$ cat src/rtl/axi_lite_master.sv
// ============================================================================
// Module   : axi_lite_master
// Purpose  : Single-outstanding AXI4-Lite initiator; turns one local command
//            into one write or read transaction and returns one response.
//            Optional watchdog abort enabled by defining AXI_MASTER_TIMEOUT_EN.
// Revision : 1.0 - initial release
// ============================================================================
`default_nettype none

module axi_lite_master #(
    parameter int ADDR_WIDTH     = 4,
    parameter int REG_WIDTH      = 16,
    parameter int TIMEOUT_CYCLES = 256
) (
    input  logic                  ACLK,
    input  logic                  ARESETn,
    input  logic                  cmd_valid,
    output logic                  cmd_ready,
    input  logic                  cmd_write,
    input  logic [ADDR_WIDTH-1:0] cmd_addr,
    input  logic [REG_WIDTH-1:0]  cmd_wdata,
    output logic                  rsp_valid,
    input  logic                  rsp_ready,
    output logic                  rsp_write,
    output logic [REG_WIDTH-1:0]  rsp_rdata,
    output logic                  rsp_err,
    output logic                  AWVALID,
    input  logic                  AWREADY,
    output logic [ADDR_WIDTH-1:0] AWADDR,
    output logic                  WVALID,
    input  logic                  WREADY,
    output logic [REG_WIDTH-1:0]  WDATA,
    input  logic                  BVALID,
    output logic                  BREADY,
    output logic                  ARVALID,
    input  logic                  ARREADY,
    output logic [ADDR_WIDTH-1:0] ARADDR,
    input  logic                  RVALID,
    output logic                  RREADY,
    input  logic [REG_WIDTH-1:0]  RDATA
);

    localparam logic [2:0] S_IDLE    = 3'd0;
    localparam logic [2:0] S_WR_REQ  = 3'd1;
    localparam logic [2:0] S_WR_RESP = 3'd2;
    localparam logic [2:0] S_RD_REQ  = 3'd3;
    localparam logic [2:0] S_RD_DATA = 3'd4;
    localparam logic [2:0] S_RSP     = 3'd5;

    logic [2:0]            r_state;
    logic                  r_awvalid;
    logic                  r_wvalid;
    logic                  r_bready;
    logic                  r_arvalid;
    logic                  r_rready;
    logic                  r_rsp_valid;
    logic                  r_rsp_write;
    logic [ADDR_WIDTH-1:0] r_awaddr;
    logic [ADDR_WIDTH-1:0] r_araddr;
    logic [REG_WIDTH-1:0]  r_wdata;
    logic [REG_WIDTH-1:0]  r_rsp_rdata;

    logic w_aw_done;
    logic w_w_done;
    logic w_stay;
    logic w_timeout;
    logic w_abort;
    logic w_in_write;

    // A channel counts as done once its VALID has been dropped or is handshaking now
    assign w_aw_done  = !r_awvalid || AWREADY;
    assign w_w_done   = !r_wvalid  || WREADY;
    assign w_in_write = (r_state == S_WR_REQ) || (r_state == S_WR_RESP);

    assign w_stay = ((r_state == S_WR_REQ)  && !(w_aw_done && w_w_done)) ||
                    ((r_state == S_WR_RESP) && !BVALID)                  ||
                    ((r_state == S_RD_REQ)  && !ARREADY)                 ||
                    ((r_state == S_RD_DATA) && !RVALID);
    assign w_abort = w_stay && w_timeout;

`ifdef AXI_MASTER_TIMEOUT_EN
    localparam int CW = (TIMEOUT_CYCLES > 2) ? $clog2(TIMEOUT_CYCLES) : 1;

    logic [CW-1:0] r_cnt;
    logic          r_rsp_err;

    assign w_timeout = (r_cnt == CW'(TIMEOUT_CYCLES - 1));
    assign rsp_err   = r_rsp_err;

    // Counter runs only while waiting in one state; any state change clears it
    always_ff @(posedge ACLK or negedge ARESETn) begin
        if (!ARESETn) begin
            r_cnt     <= '0;
            r_rsp_err <= 1'b0;
        end else begin
            if (w_stay && !w_timeout) begin
                r_cnt <= r_cnt + CW'(1);
            end else begin
                r_cnt <= '0;
            end
            if (w_abort) begin
                r_rsp_err <= 1'b1;
            end else if (cmd_valid && cmd_ready) begin
                r_rsp_err <= 1'b0;
            end
        end
    end
`else
    assign w_timeout = 1'b0;
    assign rsp_err   = 1'b0;
`endif

    always_ff @(posedge ACLK or negedge ARESETn) begin
        if (!ARESETn) begin
            r_state     <= S_IDLE;
            r_awvalid   <= 1'b0;
            r_wvalid    <= 1'b0;
            r_bready    <= 1'b0;
            r_arvalid   <= 1'b0;
            r_rready    <= 1'b0;
            r_rsp_valid <= 1'b0;
            r_rsp_write <= 1'b0;
            r_awaddr    <= '0;
            r_araddr    <= '0;
            r_wdata     <= '0;
            r_rsp_rdata <= '0;
        end else if (w_abort) begin
            r_awvalid   <= 1'b0;
            r_wvalid    <= 1'b0;
            r_bready    <= 1'b0;
            r_arvalid   <= 1'b0;
            r_rready    <= 1'b0;
            r_rsp_valid <= 1'b1;
            r_rsp_write <= w_in_write;
            r_rsp_rdata <= '0;
            r_state     <= S_RSP;
        end else begin
            case (r_state)
                S_IDLE: begin
                    if (cmd_valid) begin
                        if (cmd_write) begin
                            r_awaddr  <= cmd_addr;
                            r_wdata   <= cmd_wdata;
                            r_awvalid <= 1'b1;
                            r_wvalid  <= 1'b1;
                            r_state   <= S_WR_REQ;
                        end else begin
                            r_araddr  <= cmd_addr;
                            r_arvalid <= 1'b1;
                            r_state   <= S_RD_REQ;
                        end
                    end
                end
                S_WR_REQ: begin
                    if (w_aw_done && w_w_done) begin
                        r_awvalid <= 1'b0;
                        r_wvalid  <= 1'b0;
                        r_bready  <= 1'b1;
                        r_state   <= S_WR_RESP;
                    end else begin
                        if (AWREADY) r_awvalid <= 1'b0;
                        if (WREADY)  r_wvalid  <= 1'b0;
                    end
                end
                S_WR_RESP: begin
                    if (BVALID) begin
                        r_bready    <= 1'b0;
                        r_rsp_valid <= 1'b1;
                        r_rsp_write <= 1'b1;
                        r_rsp_rdata <= '0;
                        r_state     <= S_RSP;
                    end
                end
                S_RD_REQ: begin
                    if (ARREADY) begin
                        r_arvalid <= 1'b0;
                        r_rready  <= 1'b1;
                        r_state   <= S_RD_DATA;
                    end
                end
                S_RD_DATA: begin
                    if (RVALID) begin
                        r_rready    <= 1'b0;
                        r_rsp_valid <= 1'b1;
                        r_rsp_write <= 1'b0;
                        r_rsp_rdata <= RDATA;
                        r_state     <= S_RSP;
                    end
                end
                S_RSP: begin
                    if (rsp_ready) begin
                        r_rsp_valid <= 1'b0;
                        r_state     <= S_IDLE;
                    end
                end
                default: r_state <= S_IDLE;
            endcase
        end
    end

    assign cmd_ready = (r_state == S_IDLE);
    assign rsp_valid = r_rsp_valid;
    assign rsp_write = r_rsp_write;
    assign rsp_rdata = r_rsp_rdata;
    assign AWVALID   = r_awvalid;
    assign AWADDR    = r_awaddr;
    assign WVALID    = r_wvalid;
    assign WDATA     = r_wdata;
    assign BREADY    = r_bready;
    assign ARVALID   = r_arvalid;
    assign ARADDR    = r_araddr;
    assign RREADY    = r_rready;

endmodule

`default_nettype wire

$ cat config.mk
export PLATFORM = sky130hd
export DESIGN_NAME = axi_lite_master
export DESIGN_NICKNAME = d
export VERILOG_FILES = /design/src/rtl/axi_lite_master.sv
export SDC_FILE = /design/constraint.sdc
export NUM_CORES = 1
export LEC_CHECK = 0
export CAP_MARGIN = 20
export CELL_PAD_IN_SITES_DETAIL_PLACEMENT = 0
export CELL_PAD_IN_SITES_GLOBAL_PLACEMENT = 1
export CORE_MARGIN = 2
export CORE_UTILIZATION = 44
export DETAILED_ROUTE_END_ITERATION = 8
export DONT_BUFFER_PORTS = 1
export PLACE_DENSITY_LB_ADDON = 0.3
export SLEW_MARGIN = 20
export SYNTH_ARGS = -nofsm -noshare
export SYNTH_HDL_FRONTEND = slang
export SYNTH_SLANG_ARGS = --single-unit
$ cat constraint.sdc
create_clock -name ACLK -period 3.85 [get_ports ACLK]
set_clock_uncertainty 0.2 [all_clocks]
set_input_delay 0.5775 -clock ACLK [delete_from_list [all_inputs] [get_ports ACLK]]
set_output_delay 0.5775 -clock ACLK [all_outputs]
set_load 0.02 [all_outputs]
# Word-level counts from Yosys, hierarchy flattened
# Cells that the tools add are included.
# word_totals
regBits,50
input_bits,46
out_inout_bits,49
elab_cells,84
# op_classes
n_eq_ne,15
mux,34
bitwise,1
n_reduce_logical,22
# ops
cell,n
16-bit 2-to-1 mux,2
16-bit case mux with 2 select lines,1
3-bit 2-to-1 mux,6
3-bit case mux with 6 select lines,1
1-bit 2-to-1 mux,16
4-bit AND reduction,4
3-bit AND reduction,5
"2-bit != test, second input constant",6
1-bit case mux with 2 select lines,6
2-bit nonzero test,5
"3-bit by 2-bit == test with 1-bit output, second input constant",2
"3-bit == test, second input constant",2
"3-bit by 2-bit != test with 1-bit output, second input constant",2
6-bit AND reduction,1
"2-bit by 1-bit != test with 1-bit output, second input constant",2
"3-bit by 1-bit == test with 1-bit output, second input constant",1
3-bit logical NOT,1
1-bit case mux with 3 select lines,1
3-bit nonzero test,1
1-bit logical NOT,2
1-bit logical OR,2
2-bit 2-to-1 mux,1
1-bit logical AND,1
1-bit NOT,1

# Depth between registers and ports, before layout
# depth
depth_word,5
depth_mapped,6
mapped_depth_nobuf,3

# Least setup slack after synthesis
# OpenSTA, ideal clock, no wires.
# synth_timing
kind,register to register
start,reg r_state[1]
end,"reg r_awaddr[2], in the netlist AWADDR[2]"
setup_ns,0.125
arrival_ns,1.523
required_ns,3.525
path_slack_ns,2.002
path_stages_with_launch,7
n_path_buf,3
synth_period_minus_slack_ns,1.848
path_cell_list,dfrtp_1 > buf_6 > nor3_4 > and3_1 > buf_6 > buf_8 > mux2_4
# synth_via
elab_chain_cells,2
# synth_lines
element,line,source
start: declaration,50,logic [2:0] r_state;
start signal: assignment,115,r_state <= S_IDLE;
start signal: assignment,136,r_state <= S_RSP;
start signal: assignment,146,r_state <= S_WR_REQ;
3-bit logical NOT,--,
net cmd_ready,18,"output logic cmd_ready,"
3-bit AND reduction (no source line),--,
end signal: assignment,142,r_awaddr <= cmd_addr;
end: declaration,58,logic [ADDR_WIDTH-1:0] r_awaddr;
# The timed path passes the listed nets, and every way through them passes these cells.
# A chain may end at the register's enable or synchronous reset.

# Worst setup path in the final report
# layout_timing
start,reg r_state[1]
end,"reg r_awaddr[1], in the netlist AWADDR[1]"
# The elaborated chain is that of the path after synthesis.

==> reports/metrics.yaml <==
status: "finished clean"
p_clk_share_pct: 16.9
max_slew_margin_pct: 50.87
final.setup.worst_slack_ns: 1.572
dieHeight_um: 76.85
cts_setup_buffers: 0
io_pins: 95
die_area_um2: 5905
worst_pin_slew_ns: 0.7369
p_total_mw: 2.239
regArea_um2: 1251
vdd_drop_max_uv: 356.3
path_max_fanout: 22
clk_pin_slew_ns: 0.10
area_delta_synth_final_pct: 6.431
drive_gt1_share_pct: 19.02
final_cell_mix: "dfrtp_1 (50), nand2_1 (19), mux2_4 (18), inv_1 (18), mux2i_1 (17)"
required_ns: 3.85
placementRows: 26
drtIter0Drc: 41
grt_max_degree: 51
cts-htree-levels: 2
hold_class: "in -> reg"
n_fill_cell: 465
critical_path.endpoint_type: "register"
yosysUniqueCellTypes: 37
synth_top_cell_area_share_pct: 53.59
synth_area_leaders: "dfrtp_1 (54%), mux2_4 (12%), mux2i_1 (7.3%), nand2_1 (3.1%), inv_1 (2.9%)"
slowest_stage: "dfrtp_1"
finalNonFillerCells: 254
yosysSeqAreaShare_pct: 53.59
grt_overflow: 0
hold_viol: 0
antenna_found_initial: 0
fin_crit_ns: 2.278
routed_wl_um: 4402
nNetsFinal: 229
final_common_cell: "dfrtp_1"
gp_congestion: 0.7204
dp_slack_ns: 1.573
cts_tree: "done"
p_leak_nw: 1.062
async_reset_ff_share_pct: 100.0
maxCapViolations: 0
track_usage_pct: 15.36
multi_input_area_um2: 915.9
fin_util_pct: 48.65
cp_cell_sequence: "nor3_4 -> and3_1 -> buf_4 -> mux2_1"
dp.cells: 244
cts_buffers: 5
rsz0062_at_grt: "no"
cts_max_path_buffers: 2
switchingPower_uw: 953.6
hold_path_depth: 1
holdBufCountCts: 2
synth_warnings: 0
avgSynthCellArea_um2: 12.69
start_util_pct: 45.71
setup_violations: 0
via_per_inst: 5.390
wl_per_cell_um: 17.33
reg2regPathDepth: 4
cts_resized: 0
pwr_density_cell_nw_per_um2: 901.0
slowest_delay_ns: 0.64
antenna_cells: 0
seq_power_share_pct: 58.3
tns_ns: 0
core_um2: 5107
crit_type: "reg -> reg"
port_buffers: 0
p_comb_share_pct: 24.8
fp.dieW_um: 76.85
ys_ff_latch: 50
drt_pass1_iterations: 4
cp-start-kind: "register"
min_period_over_period_pct: 59.17
synth_edf_count: 0
p_int_mw: 1.285
first_global_vias: 1382
power_switching_share_pct: 42.59
drtAntennaViolNets: 0
drv_slew: 0
dpl.hpwl_um: 3136
synth_top_area_cell: "dfrtp_1"
fmax_mhz: 438.9
syn_inst: 184
drc_errors: 0
clk_latency_ns: 0.30
cts_root_buffer: "clkbuf_8"
synthesis.nets: 230
via_count: 1369
netlist_area_um2: 2335
worstPathArrival_ns: 2.28
grt_pass1_wl_um: 7134
clock-sinks: 50
synth_flop_cell: "dfrtp_1"
[Yosys cell counts (2+ instances only)]
| library cell | count |
|---|---|
| mux2_4 | 18 |
| a41oi_1 | 2 |
| a21o_1 | 3 |
| mux2_1 | 6 |
| buf_4 | 2 |
| mux2i_1 | 17 |
| nand2b_1 | 6 |
| buf_8 | 3 |
| nand3_1 | 2 |
| a21oi_1 | 5 |
| nand2_1 | 19 |
| and3_1 | 2 |
| a211oi_1 | 3 |
| buf_6 | 2 |
| dfrtp_1 | 50 |
| nand3b_1 | 3 |
| inv_1 | 18 |
| buf_2 | 2 |
| o21ai_0 | 3 |
[power by group through the flow]
stage / combinational (mW) / clock, mW / sequential, mW
4_1_cts: 0.561 / 0.391 / 1.31
5_1_grt: 0.615 / 0.422 / 1.34
2_1_floorplan: 0.584 / 0 / 1.19
3_3_place_gp: 0.519 / 0 / 1.31
3_5_place_dp: 0.542 / 0 / 1.32
6_report: 0.554 / 0.379 / 1.31
[state kept, by name (all words and copies together), names as in the netlist]
| name | count |
|---|---|
| ARVALID | 1 |
| rsp_write | 1 |
| AWVALID | 1 |
| RREADY | 1 |
| AWADDR | 4 |
| WVALID | 1 |
| r_state | 3 |
| rsp_rdata | 16 |
| ARADDR | 4 |
| BREADY | 1 |
| WDATA | 16 |
| rsp_valid | 1 |
[metal layers]
metal  global-route usage, %  vias up  share of wire, %
met3                   5.882        5               9.5
met1                   18.97      680                42
li1                        -      617                 -
met4                   5.818        0               1.3
met5                       0        -                 0
met2                   24.39       67                47
[metrics by stage]
step | area [um2] | hold WS (ns)
final | 2485 | 0.2015
after detailed placement | 2330 | 0.08321
after floorplan | 2335 | 0.08191
after global routing | 2485 | 0.1732
after global placement | 2330 | 0.08304
after CTS | 2485 | 0.1868
[critical path: cells and delay by family (launching register included)]
| family | cells | cell delay (ns) |
|---|---|---|
| and+or+nand+nor | 2 | 0.60 |
| DFF | 1 | 0.64 |
| muxes | 1 | 0.36 |
| buffers and inverters | 1 | 0.35 |
[layout make-up]
| cell class | instances | area share, % |
|---|---|---|
| Sequential cell | 50 | 50.35 |
| Multi-Input combinational cell | 105 | 36.86 |
| Tap cell | 70 | 3.525 |
| Clock buffer | 5 | 2.769 |
| Inverter | 18 | 2.719 |
| Clock inverter | 3 | 1.964 |
| Timing Repair Buffer | 3 | 1.813 |
[path summary, 6_finish.rpt]
check                             startpoint           end  slack (ns)
worst min-delay path             cmd_addr[3]     ARADDR[3]        0.20
worst min register to register  rsp_rdata[0]  rsp_rdata[0]        0.44
worst max register to register    r_state[1]     AWADDR[1]        1.57
worst max-delay path              r_state[1]     AWADDR[1]        1.57
max in group asynchronous            ARESETn  rsp_rdata[7]        2.66
min in group asynchronous            ARESETn       ARVALID        0.58
[cells by family after synthesis]
family | Yosys count | synth area share, %
flops | 50 | 53.59
mux | 41 | 21.76
simple gates | 38 | 9.540
buf+inv | 29 | 7.180
compound gates | 25 | 7.771
other cells | 1 | 0.1606
No activity file was read; power rests on OpenSTA's default activity.
